`config.mk`:
```
export PLATFORM = sky130hd
export DESIGN_NAME = ps2_key_decoder_flat
export DESIGN_NICKNAME = d
export VERILOG_FILES = /design/src/rtl/ps2_key_decoder_if.sv /design/src/rtl/ps2_key_decoder.sv /design/src/flat_wrapper.sv
export SDC_FILE = /design/constraint.sdc
export NUM_CORES = 1
export LEC_CHECK = 0
export ABC_AREA = 0
export ABC_CLOCK_PERIOD_IN_PS = 1800
export BUFFER_PORTS_ARGS = -buffer_cell sky130_fd_sc_hd__buf_2
export CAP_MARGIN = 15
export CORE_ASPECT_RATIO = 1.75
export CORE_UTILIZATION = 50
export DETAILED_ROUTE_END_ITERATION = 10
export GPL_TIMING_DRIVEN = 0
export PLACE_DENSITY_LB_ADDON = 0.25
export SLEW_MARGIN = 20
export SYNTH_ARGS = -nofsm -noshare
export SYNTH_HDL_FRONTEND = slang
export SYNTH_SLANG_ARGS = --single-unit
```
`constraint.sdc`:
```
create_clock -name clk -period 1.8 [get_ports clk]
set_input_delay 0 -clock clk [delete_from_list [all_inputs] [get_ports clk]]
set_output_delay 0 -clock clk [all_outputs]
set_load 0.01 [all_outputs]
```
`src/rtl/ps2_key_decoder_if.sv`:
```
// PS/2 keyboard pins and decoded key events.
// The decoder is the slave; the keyboard side is the master.
interface ps2_key_decoder_if;
    logic       ps2_clk;
    logic       ps2_data;
    logic [8:0] keyCode;
    logic       make;
    logic       brake;
    logic       keyPressed;
    logic       frameErr;

    modport master (
        output ps2_clk,
        output ps2_data,
        input  keyCode,
        input  make,
        input  brake,
        input  keyPressed,
        input  frameErr
    );

    modport slave (
        input  ps2_clk,
        input  ps2_data,
        output keyCode,
        output make,
        output brake,
        output keyPressed,
        output frameErr
    );
endinterface

```
`src/rtl/ps2_key_decoder.sv`:
```
// PS/2 Set-2 receiver: deframes bytes, decodes E0/F0 sequences,
// emits make/brake pulses and a held level for one tracked key.
module ps2_key_decoder #(
    parameter logic [8:0] KEY_CODE       = 9'h05A,
    parameter int         TIMEOUT_CYCLES = 50000
) (
    input  logic          clk,
    input  logic          resetN,
    ps2_key_decoder_if.slave bus
);
    localparam int WDW = $clog2(TIMEOUT_CYCLES + 1);
    localparam logic [WDW-1:0] TO = WDW'(TIMEOUT_CYCLES);

    typedef enum logic [1:0] {
        S_IDLE,
        S_DATA,
        S_PARITY,
        S_STOP
    } state_t;

    logic           r_clk_s1;
    logic           r_clk_s2;
    logic           r_clk_prev;
    logic           r_dat_s1;
    logic           r_dat_s2;
    logic           w_fe;

    state_t         r_state;
    logic [7:0]     r_shift;
    logic [2:0]     r_bitcnt;
    logic           r_par_ok;
    logic [WDW-1:0] r_wd;
    logic           r_byte_valid;
    logic           r_frame_err;

    logic           r_ext;
    logic           r_brk;
    logic [8:0]     r_key_code;
    logic           r_make;
    logic           r_brake;
    logic           r_key_pressed;
    logic [8:0]     w_code;

    assign w_fe   = r_clk_prev & ~r_clk_s2;
    assign w_code = {r_ext, r_shift};

    assign bus.keyCode    = r_key_code;
    assign bus.make       = r_make;
    assign bus.brake      = r_brake;
    assign bus.keyPressed = r_key_pressed;
    assign bus.frameErr   = r_frame_err;

    // Two-flop synchronizers plus a delayed clock copy for edge detect.
    always_ff @(posedge clk or negedge resetN) begin
        if (!resetN) begin
            r_clk_s1   <= 1'b1;
            r_clk_s2   <= 1'b1;
            r_clk_prev <= 1'b1;
            r_dat_s1   <= 1'b1;
            r_dat_s2   <= 1'b1;
        end else begin
            r_clk_s1   <= bus.ps2_clk;
            r_clk_s2   <= r_clk_s1;
            r_clk_prev <= r_clk_s2;
            r_dat_s1   <= bus.ps2_data;
            r_dat_s2   <= r_dat_s1;
        end
    end

    // Frame FSM with watchdog; yields one-cycle byte or error strobes.
    always_ff @(posedge clk or negedge resetN) begin
        if (!resetN) begin
            r_state      <= S_IDLE;
            r_shift      <= '0;
            r_bitcnt     <= '0;
            r_par_ok     <= 1'b0;
            r_wd         <= '0;
            r_byte_valid <= 1'b0;
            r_frame_err  <= 1'b0;
        end else begin
            r_byte_valid <= 1'b0;
            r_frame_err  <= 1'b0;
            if (w_fe) begin
                r_wd <= '0;
                unique case (r_state)
                    S_IDLE: begin
                        if (!r_dat_s2) begin
                            r_shift  <= '0;
                            r_bitcnt <= '0;
                            r_state  <= S_DATA;
                        end else begin
                            r_frame_err <= 1'b1;
                        end
                    end
                    S_DATA: begin
                        r_shift  <= {r_dat_s2, r_shift[7:1]};
                        r_bitcnt <= r_bitcnt + 3'd1;
                        if (r_bitcnt == 3'd7)
                            r_state <= S_PARITY;
                    end
                    S_PARITY: begin
                        r_par_ok <= ^{r_shift, r_dat_s2};
                        r_state  <= S_STOP;
                    end
                    S_STOP: begin
                        if (r_par_ok && r_dat_s2)
                            r_byte_valid <= 1'b1;
                        else
                            r_frame_err <= 1'b1;
                        r_state <= S_IDLE;
                    end
                    default: r_state <= S_IDLE;
                endcase
            end else if (r_state != S_IDLE) begin
                if (r_wd >= TO) begin
                    r_state     <= S_IDLE;
                    r_frame_err <= 1'b1;
                    r_wd        <= '0;
                end else begin
                    r_wd <= r_wd + 1'b1;
                end
            end else begin
                r_wd <= '0;
            end
        end
    end

    // Prefix tracking and event generation; errors discard prefixes.
    always_ff @(posedge clk or negedge resetN) begin
        if (!resetN) begin
            r_ext         <= 1'b0;
            r_brk         <= 1'b0;
            r_key_code    <= '0;
            r_make        <= 1'b0;
            r_brake       <= 1'b0;
            r_key_pressed <= 1'b0;
        end else begin
            r_make  <= 1'b0;
            r_brake <= 1'b0;
            if (r_frame_err) begin
                r_ext <= 1'b0;
                r_brk <= 1'b0;
            end else if (r_byte_valid) begin
                if (r_shift == 8'hE0) begin
                    r_ext <= 1'b1;
                end else if (r_shift == 8'hF0) begin
                    r_brk <= 1'b1;
                end else begin
                    r_key_code <= w_code;
                    if (r_brk) begin
                        r_brake <= 1'b1;
                        if (w_code == KEY_CODE)
                            r_key_pressed <= 1'b0;
                    end else begin
                        r_make <= 1'b1;
                        if (w_code == KEY_CODE)
                            r_key_pressed <= 1'b1;
                    end
                    r_ext <= 1'b0;
                    r_brk <= 1'b0;
                end
            end
        end
    end
endmodule

```
`src/flat_wrapper.sv`:
```
// flat-port wrapper written by rule: the top's interface ports become plain ports
module ps2_key_decoder_flat 
#(
    parameter logic [8:0] KEY_CODE       = 9'h05A,
    parameter int         TIMEOUT_CYCLES = 50000
)
  (clk, resetN, bus_ps2_clk, bus_ps2_data, bus_keyCode, bus_make, bus_brake, bus_keyPressed, bus_frameErr);
  ps2_key_decoder_if bus_i ();
  input  logic clk;
  input  logic resetN;
  input wire logic [$bits(bus_i.ps2_clk)-1:0] bus_ps2_clk;
  input wire logic [$bits(bus_i.ps2_data)-1:0] bus_ps2_data;
  output wire logic [$bits(bus_i.keyCode)-1:0] bus_keyCode;
  output wire logic [$bits(bus_i.make)-1:0] bus_make;
  output wire logic [$bits(bus_i.brake)-1:0] bus_brake;
  output wire logic [$bits(bus_i.keyPressed)-1:0] bus_keyPressed;
  output wire logic [$bits(bus_i.frameErr)-1:0] bus_frameErr;
  assign bus_i.ps2_clk = bus_ps2_clk;
  assign bus_i.ps2_data = bus_ps2_data;
  assign bus_keyCode = bus_i.keyCode;
  assign bus_make = bus_i.make;
  assign bus_brake = bus_i.brake;
  assign bus_keyPressed = bus_i.keyPressed;
  assign bus_frameErr = bus_i.frameErr;
  ps2_key_decoder #(.KEY_CODE(KEY_CODE), .TIMEOUT_CYCLES(TIMEOUT_CYCLES)) u_core (.clk(clk), .resetN(resetN), .bus(bus_i));
endmodule
```
==> qor.yml, run 1 <==
status:
  run_status: "complete, no violations"
cts:
  cts_root_buf: "clkbuf_8"
  h-tree-depth: 2
  cts_max_path_buffers: 2
  numCtsBuffers: 5
  clkTransAtPathRegs_ps: 90
  cts_sinks: 51
  cts_tree: "built"
  clkLatencyLatePin_ps: 310
  cts_setup_buffers: 0
floorplanning:
  start_util_pct: 52.7
  coreArea_um2: 4440
  chipHeight_um: 92.6
  io_pins: 17
  die_x_um: 53.8
  die-area_um2: 4980
  num_rows: 32
power_and_ir_drop:
  p_total_mw: 2.54
  netSwitchingPower_uw: 687
  p_leak_nw: 1.25
  p_per_area_nw_per_um2: 951
  clock_power_share_pct: 32.3
  swShare_pct: 27.0
  peakVddDrop_mv: 0.658
  internal-power_mw: 1.85
  comb_power_share_pct: 15.7
  power.share.sequential_pct: 52.0
critical_path:
  worstPathMaxFanout: 10
  crit_arrival_ps: 1870
  critPathSlowestCell: "dfrtp_1"
  cpPeakStageDelay_ps: 470
  crit_chain: "nor4bb_4, a211oi_2, buf_6, mux2_2"
  path_class: "flop to flop"
  required_ps: 2000
  cp-end-kind: "flop"
  cp-start-kind: "flop"
finish:
  drive_above_1_share_pct: 24.7
  final_nets: 239
  area_growth_pct: 14.0
  fillCellCount: 394
  seq_area_um2: 1280
  n_antenna_cell: 0
  multi_input_area_um2: 1000
synth:
  ys_seq_area_share_pct: 54.7
  synth_top_family_by_area: "simple AND/OR/NAND/NOR gates"
  synth-seq-cells: 51
  yosys.area_share.xor_xnor_pct: 8.06
  netlist_instances: 200
  synth.mux.area_fraction_pct: 5.23
  synth_area_um2: 2340
  yosys_most_used_dff: "dfrtp_1"
  synth.avg_cell_area_um2: 11.7
  syn_nets: 213
  yosys_warnings: 0
  synth_edf_count: 0
  synthAdderAreaFrac_pct: 4.81
  async_reset_ff_share_pct: 100
  post_synth_num_cell_types: 39
  yosys.area_share.simple_pct: 15.3
  synth_compound_area_share_pct: 8.49
drt:
  routedWlPerCell_um: 14.7
  final_antenna_net_count: 0
  viasPerCell: 5.55
  drt_iter0_drc: 23
  vias: 1542
  drcViolationCount: 0
  drt-total-wl_um: 4080
  first_pass_iters: 4
grt:
  grt_pass1_vias: 1674
  grt_pass1_wl_um: 7290
  grt_util_all_layers_pct: 20.2
  overflow: 0
  grt_max_degree: 32
  antenna_found_initial: 0
sta:
  setup_viol: 0
  setup_ws_ps: 127
  min_period_ps: 1670
  final_hold_viol_count: 0
  max_freq_mhz: 598
  skew_ps: 3.49
  slew_headroom_pct: 67.0
  fin_crit_sh_pct: 92.9
  tightest_slew_ps: 495
  rsz0062_at_grt: "no"
  drv_slew: 0
  holdWs_ps: 181
place:
  io_buffers: 16
  pre_cts_ws_ps: -116
  globalplace.congestion: 0.770
  place_hpwl_um: 3000
job:
  drv_cap: 0
min_path:
  hold_class: "input port to asynchronous set/reset pin"
-- power groups by stage --
stage                     sequential, mW  combinational (mW)  clock, mW
after CTS                           1.32               0.400      0.846
after floorplan                     1.32               0.291          0
final                               1.32               0.399      0.821
after global placement              1.34               0.377          0
after detailed placement            1.34               0.395          0
after global routing                1.34               0.457      0.887
-- synth_stat cells, types with 3 or more instances --
master	number	area share (%)
a21oi_1	5	1.1
ha_1	9	4.8
clkbuf_1	4	0.64
nor3_1	20	4.3
mux2_2	10	4.8
nand2_1	9	1.4
dfrtp_1	46	49
xor2_1	5	1.9
nor4_1	4	1.1
dfstp_2	5	5.6
inv_1	10	1.6
nor2_1	5	0.80
o21ai_0	3	0.64
xnor2_1	14	5.2
nand3_1	9	1.9
a22o_1	10	3.7
and3_1	3	0.80
-- final timing paths --
path	from	cells after the start	to	slack [ps]
worst min register to register	u_core.r_dat_s1	0	u_core.r_dat_s2	360
worst max-delay path	u_core.r_shift[7]	4	u_core.bus.keyCode[8]	130
max in group asynchronous	resetN	3	u_core.bus.frameErr	1090
worst min-delay path	resetN	2	u_core.r_bitcnt[2]	180
min in group clk	bus_ps2_clk	2	u_core.r_clk_s1	330
worst max register to register	u_core.r_shift[7]	4	u_core.bus.keyCode[8]	130
-- state kept, by name, summed over array words and instances, names as in the netlist --
signal                 flops
u_core.bus.brake           1
u_core.bus.frameErr        1
u_core.bus.keyCode         9
u_core.bus.keyPressed      1
u_core.bus.make            1
u_core.r_bitcnt            3
u_core.r_brk               1
u_core.r_byte_valid        1
u_core.r_clk_prev          1
u_core.r_clk_s1            1
u_core.r_clk_s2            1
u_core.r_dat_s1            1
u_core.r_dat_s2            1
u_core.r_ext               1
u_core.r_par_ok            1
u_core.r_shift             8
u_core.r_state             2
u_core.r_wd               16
-- cells in the final DEF (no fill, tap or decap), types with 4 or more instances in the layout --
master    netlist  final
dfstp_2         5      5
a22o_1         10     10
nand3_1         9      9
dfrtp_1        46     46
nor2_1          5      5
a21oi_1         5      4
nor3_1         20     20
mux2_2         10     10
ha_1            9      9
nand2_1         9      9
buf_2           2     20
xnor2_1        14     14
xor2_1          5      5
clkbuf_8        0      6
inv_1          10     10
-- layout make-up --
type | count | area share (%)
multi-input cells | 131 | 37.4
plain buffers | 7 | 1.54
well taps | 51 | 2.39
repair buffers | 20 | 4.87
clock inverters | 2 | 1.31
inverters | 10 | 1.40
clock buffers | 6 | 3.09
flip-flops and latches | 51 | 48.0
-- kinds of logic (layout without fill, tap and decap cells) --
kind of cell | after synthesis | after routing
muxes | 11 | 11
DFF | 51 | 51
xor gates and xnor gates | 20 | 20
AOI/OAI and AO/OA | 27 | 27
adders and majority gates | 9 | 9
buffers and inverters | 18 | 45
and+or+nand+nor | 64 | 64
-- timing repair --
item                       CTS  global route
hold buffers                 3             0
setup endpoints to repair   13            23
pin swaps                    0             0
hold endpoints to repair    22             0
gates resized for setup      1            10
-- critical path: cells and delay by family, from the launching register on --
kind,cells,cell delay [ps]
simple gates,1,210
mux,1,340
compound gates,1,360
flops,1,470
buf+inv,1,200
-- metal layers --
metal | routed length, um | vias up | global-route usage, %
li1 | - | 755 | -
met1 | 1590 | 759 | 20.0
met2 | 2320 | 20 | 38.0
met3 | 96 | 8 | 3.45
met4 | 82 | 0 | 8.55
met5 | 0 | - | 0
-- through the flow --
stage	instance area, um2	instances	setup TNS [ps]	utilization (%)
floorplan	2340	200	0	-
global placement	2490	267	-354	56.0
detailed placement	2510	268	-921	56.4
CTS	2650	278	0	59.7
global route	2670	278	0	60.1
finish	2670	278	0	60.1
(Power assumes the default switching activity.)
==> run 2: changes to the inputs <==
Settings changed: BUFFER_PORTS_ARGS -buffer_cell sky130_fd_sc_hd__buf_2 to -buffer_cell sky130_fd_sc_hd__buf_4.
==> qor.yml, run 2 (synthesis results as in run 1) <==
status:
  run_status: "complete, no violations"
sta:
  max_freq_mhz: 584
  skew_ps: 14.6
  tightest_slew_ps: 620
  drv_slew: 0
  slew_headroom_pct: 58.7
  min_period_ps: 1710
  setup_viol: 0
  fin_crit_sh_pct: 95.2
  rsz0062_at_grt: "no"
  final_hold_viol_count: 0
critical_path:
  cp-end-kind: "flop"
  required_ps: 2030
  crit_chain: "nor4_1, a21oi_1, buf_2, nor3_1"
  cp-start-kind: "flop"
  path_class: "flop to flop"
  crit_arrival_ps: 1940
  cpPeakStageDelay_ps: 480
  critPathSlowestCell: "nor4_1"
  r2r_start: "u_core.r_wd[12]"
  cp-startpoint: "u_core.r_wd[12]"
  worstPathMaxFanout: 10
floorplanning:
  coreArea_um2: 4440
  start_util_pct: 52.7
  die_x_um: 53.8
  chipHeight_um: 92.6
  num_rows: 32
  die-area_um2: 4980
  io_pins: 17
cts:
  cts_max_path_buffers: 2
  cts_sinks: 51
  clkTransAtPathRegs_ps: 90
  cts_setup_buffers: 0
  h-tree-depth: 2
  cts_tree: "built"
  cts_root_buf: "clkbuf_8"
  numCtsBuffers: 5
  clkLatencyLatePin_ps: 310
grt:
  grt_util_all_layers_pct: 19.3
  grt_pass1_wl_um: 6960
  grt_max_degree: 52
  overflow: 0
  grt_pass1_vias: 1557
  antenna_found_initial: 0
drt:
  first_pass_iters: 4
  routedWlPerCell_um: 14.6
  drt-met1-wl_um: 1540
  vias: 1537
  wl_met3_um: 94
  drt_iter0_drc: 45
  viasPerCell: 5.55
  drcViolationCount: 0
  final_antenna_net_count: 0
  drt-total-wl_um: 4060
  wl_met2_um: 2320
  highest_layer: "met4"
finish:
  largest-register: "u_core.r_wd"
  final_nets: 238
  n_antenna_cell: 0
  postLayoutCellArea_um2: 2650
  fillCellCount: 384
  finish.utilization_pct: 59.7
  final_cells: 277
  area_growth_pct: 13.1
  largest_reg_flops: 16
  final_common_cell: "dfrtp_1"
  layout_common_cells: "46 x dfrtp_1, 20 x nor3_1, 16 x buf_4"
  drive_above_1_share_pct: 23.0
place:
  place_hpwl_um: 2910
  globalplace.congestion: 0.791
  place_inst: 267
  postPlaceCellArea_um2: 2530
  io_buffers: 16
power_and_ir_drop:
  p_leak_nw: 1.22
  p_per_area_nw_per_um2: 896
  peakVddDrop_mv: 0.648
  p_total_mw: 2.37
job:
  drv_cap: 0
min_path:
  hold_class: "input port to asynchronous set/reset pin"
run 2: cell types whose count changed in the layout (fill, tap and decap cells not counted), sizes merged:
cell	before	now
clkinvlp	0	2
clkbuf	8	9
buf	22	19
bufinv	1	0
run 2: metal layers:
layer | vias up | GRT usage [%]
met5 | - | 0
met4 | 0 | 9.21
met3 | 9 | 3.45
met2 | 20 | 34.6
met1 | 756 | 20.3
li1 | 752 | -
run 2: worst paths after layout:
path / endpoint / slack, ps / depth (start not counted)
worst max register to register: u_core.r_wd[9] / 90 / 4
worst min register to register: u_core.r_clk_s2 / 360 / 0
max in group asynchronous: u_core.bus.keyCode[6] / 1140 / 2
min in group clk: u_core.r_clk_s1 / 350 / 2
worst max-delay path: u_core.r_wd[9] / 90 / 4
worst min-delay path: u_core.r_shift[2] / 230 / 2
run 2: cell type report:
cell class / instances / area (um2) / area share, %
multi-input cells: 131 / 987 / 37.2
well taps: 51 / 63.8 / 2.41
repair buffers: 19 / 150 / 5.66
inverters: 10 / 37.5 / 1.42
clock inverters: 3 / 20.0 / 0.755
clock buffers: 5 / 68.8 / 2.60
flip-flops and latches: 51 / 1280 / 48.4
plain buffers: 7 / 41.3 / 1.56
run 2: repair_timing:
| item | in CTS | in global routing |
|---|---|---|
| gates resized for setup | 1 | 5 |
| hold buffers | 3 | 0 |
| hold endpoints to repair | 48 | 0 |
| setup endpoints to repair | 12 | 13 |
run 2: report_power, final:
part / total, mW / switching [mW] / internal, mW
registers: 1.32 / 0.0928 / 1.23
logic: 0.398 / 0.228 / 0.169
clock network: 0.656 / 0.385 / 0.271
total: 2.37 / 0.706 / 1.67
run 2: stage by stage:
| step | hold WS (ps) | worst slack [ps] | TNS (ps) |
|---|---|---|---|
| after detailed placement | 65.3 | -100 | -838 |
| final | 231 | 86.4 | 0 |
| after global routing | 316 | 3.76 | 0 |
| after floorplan | -296 | 262 | 0 |
| after CTS | 265 | 29.3 | 0 |
| after global placement | 64.5 | -37.2 | -314 |
run 2: critical path, delay by kind of cell (launching register included):
family	cells	cell delay, ps
DFF	1	430
AOI/OAI and AO/OA	1	290
and+or+nand+nor	2	670
buffers and inverters	1	260
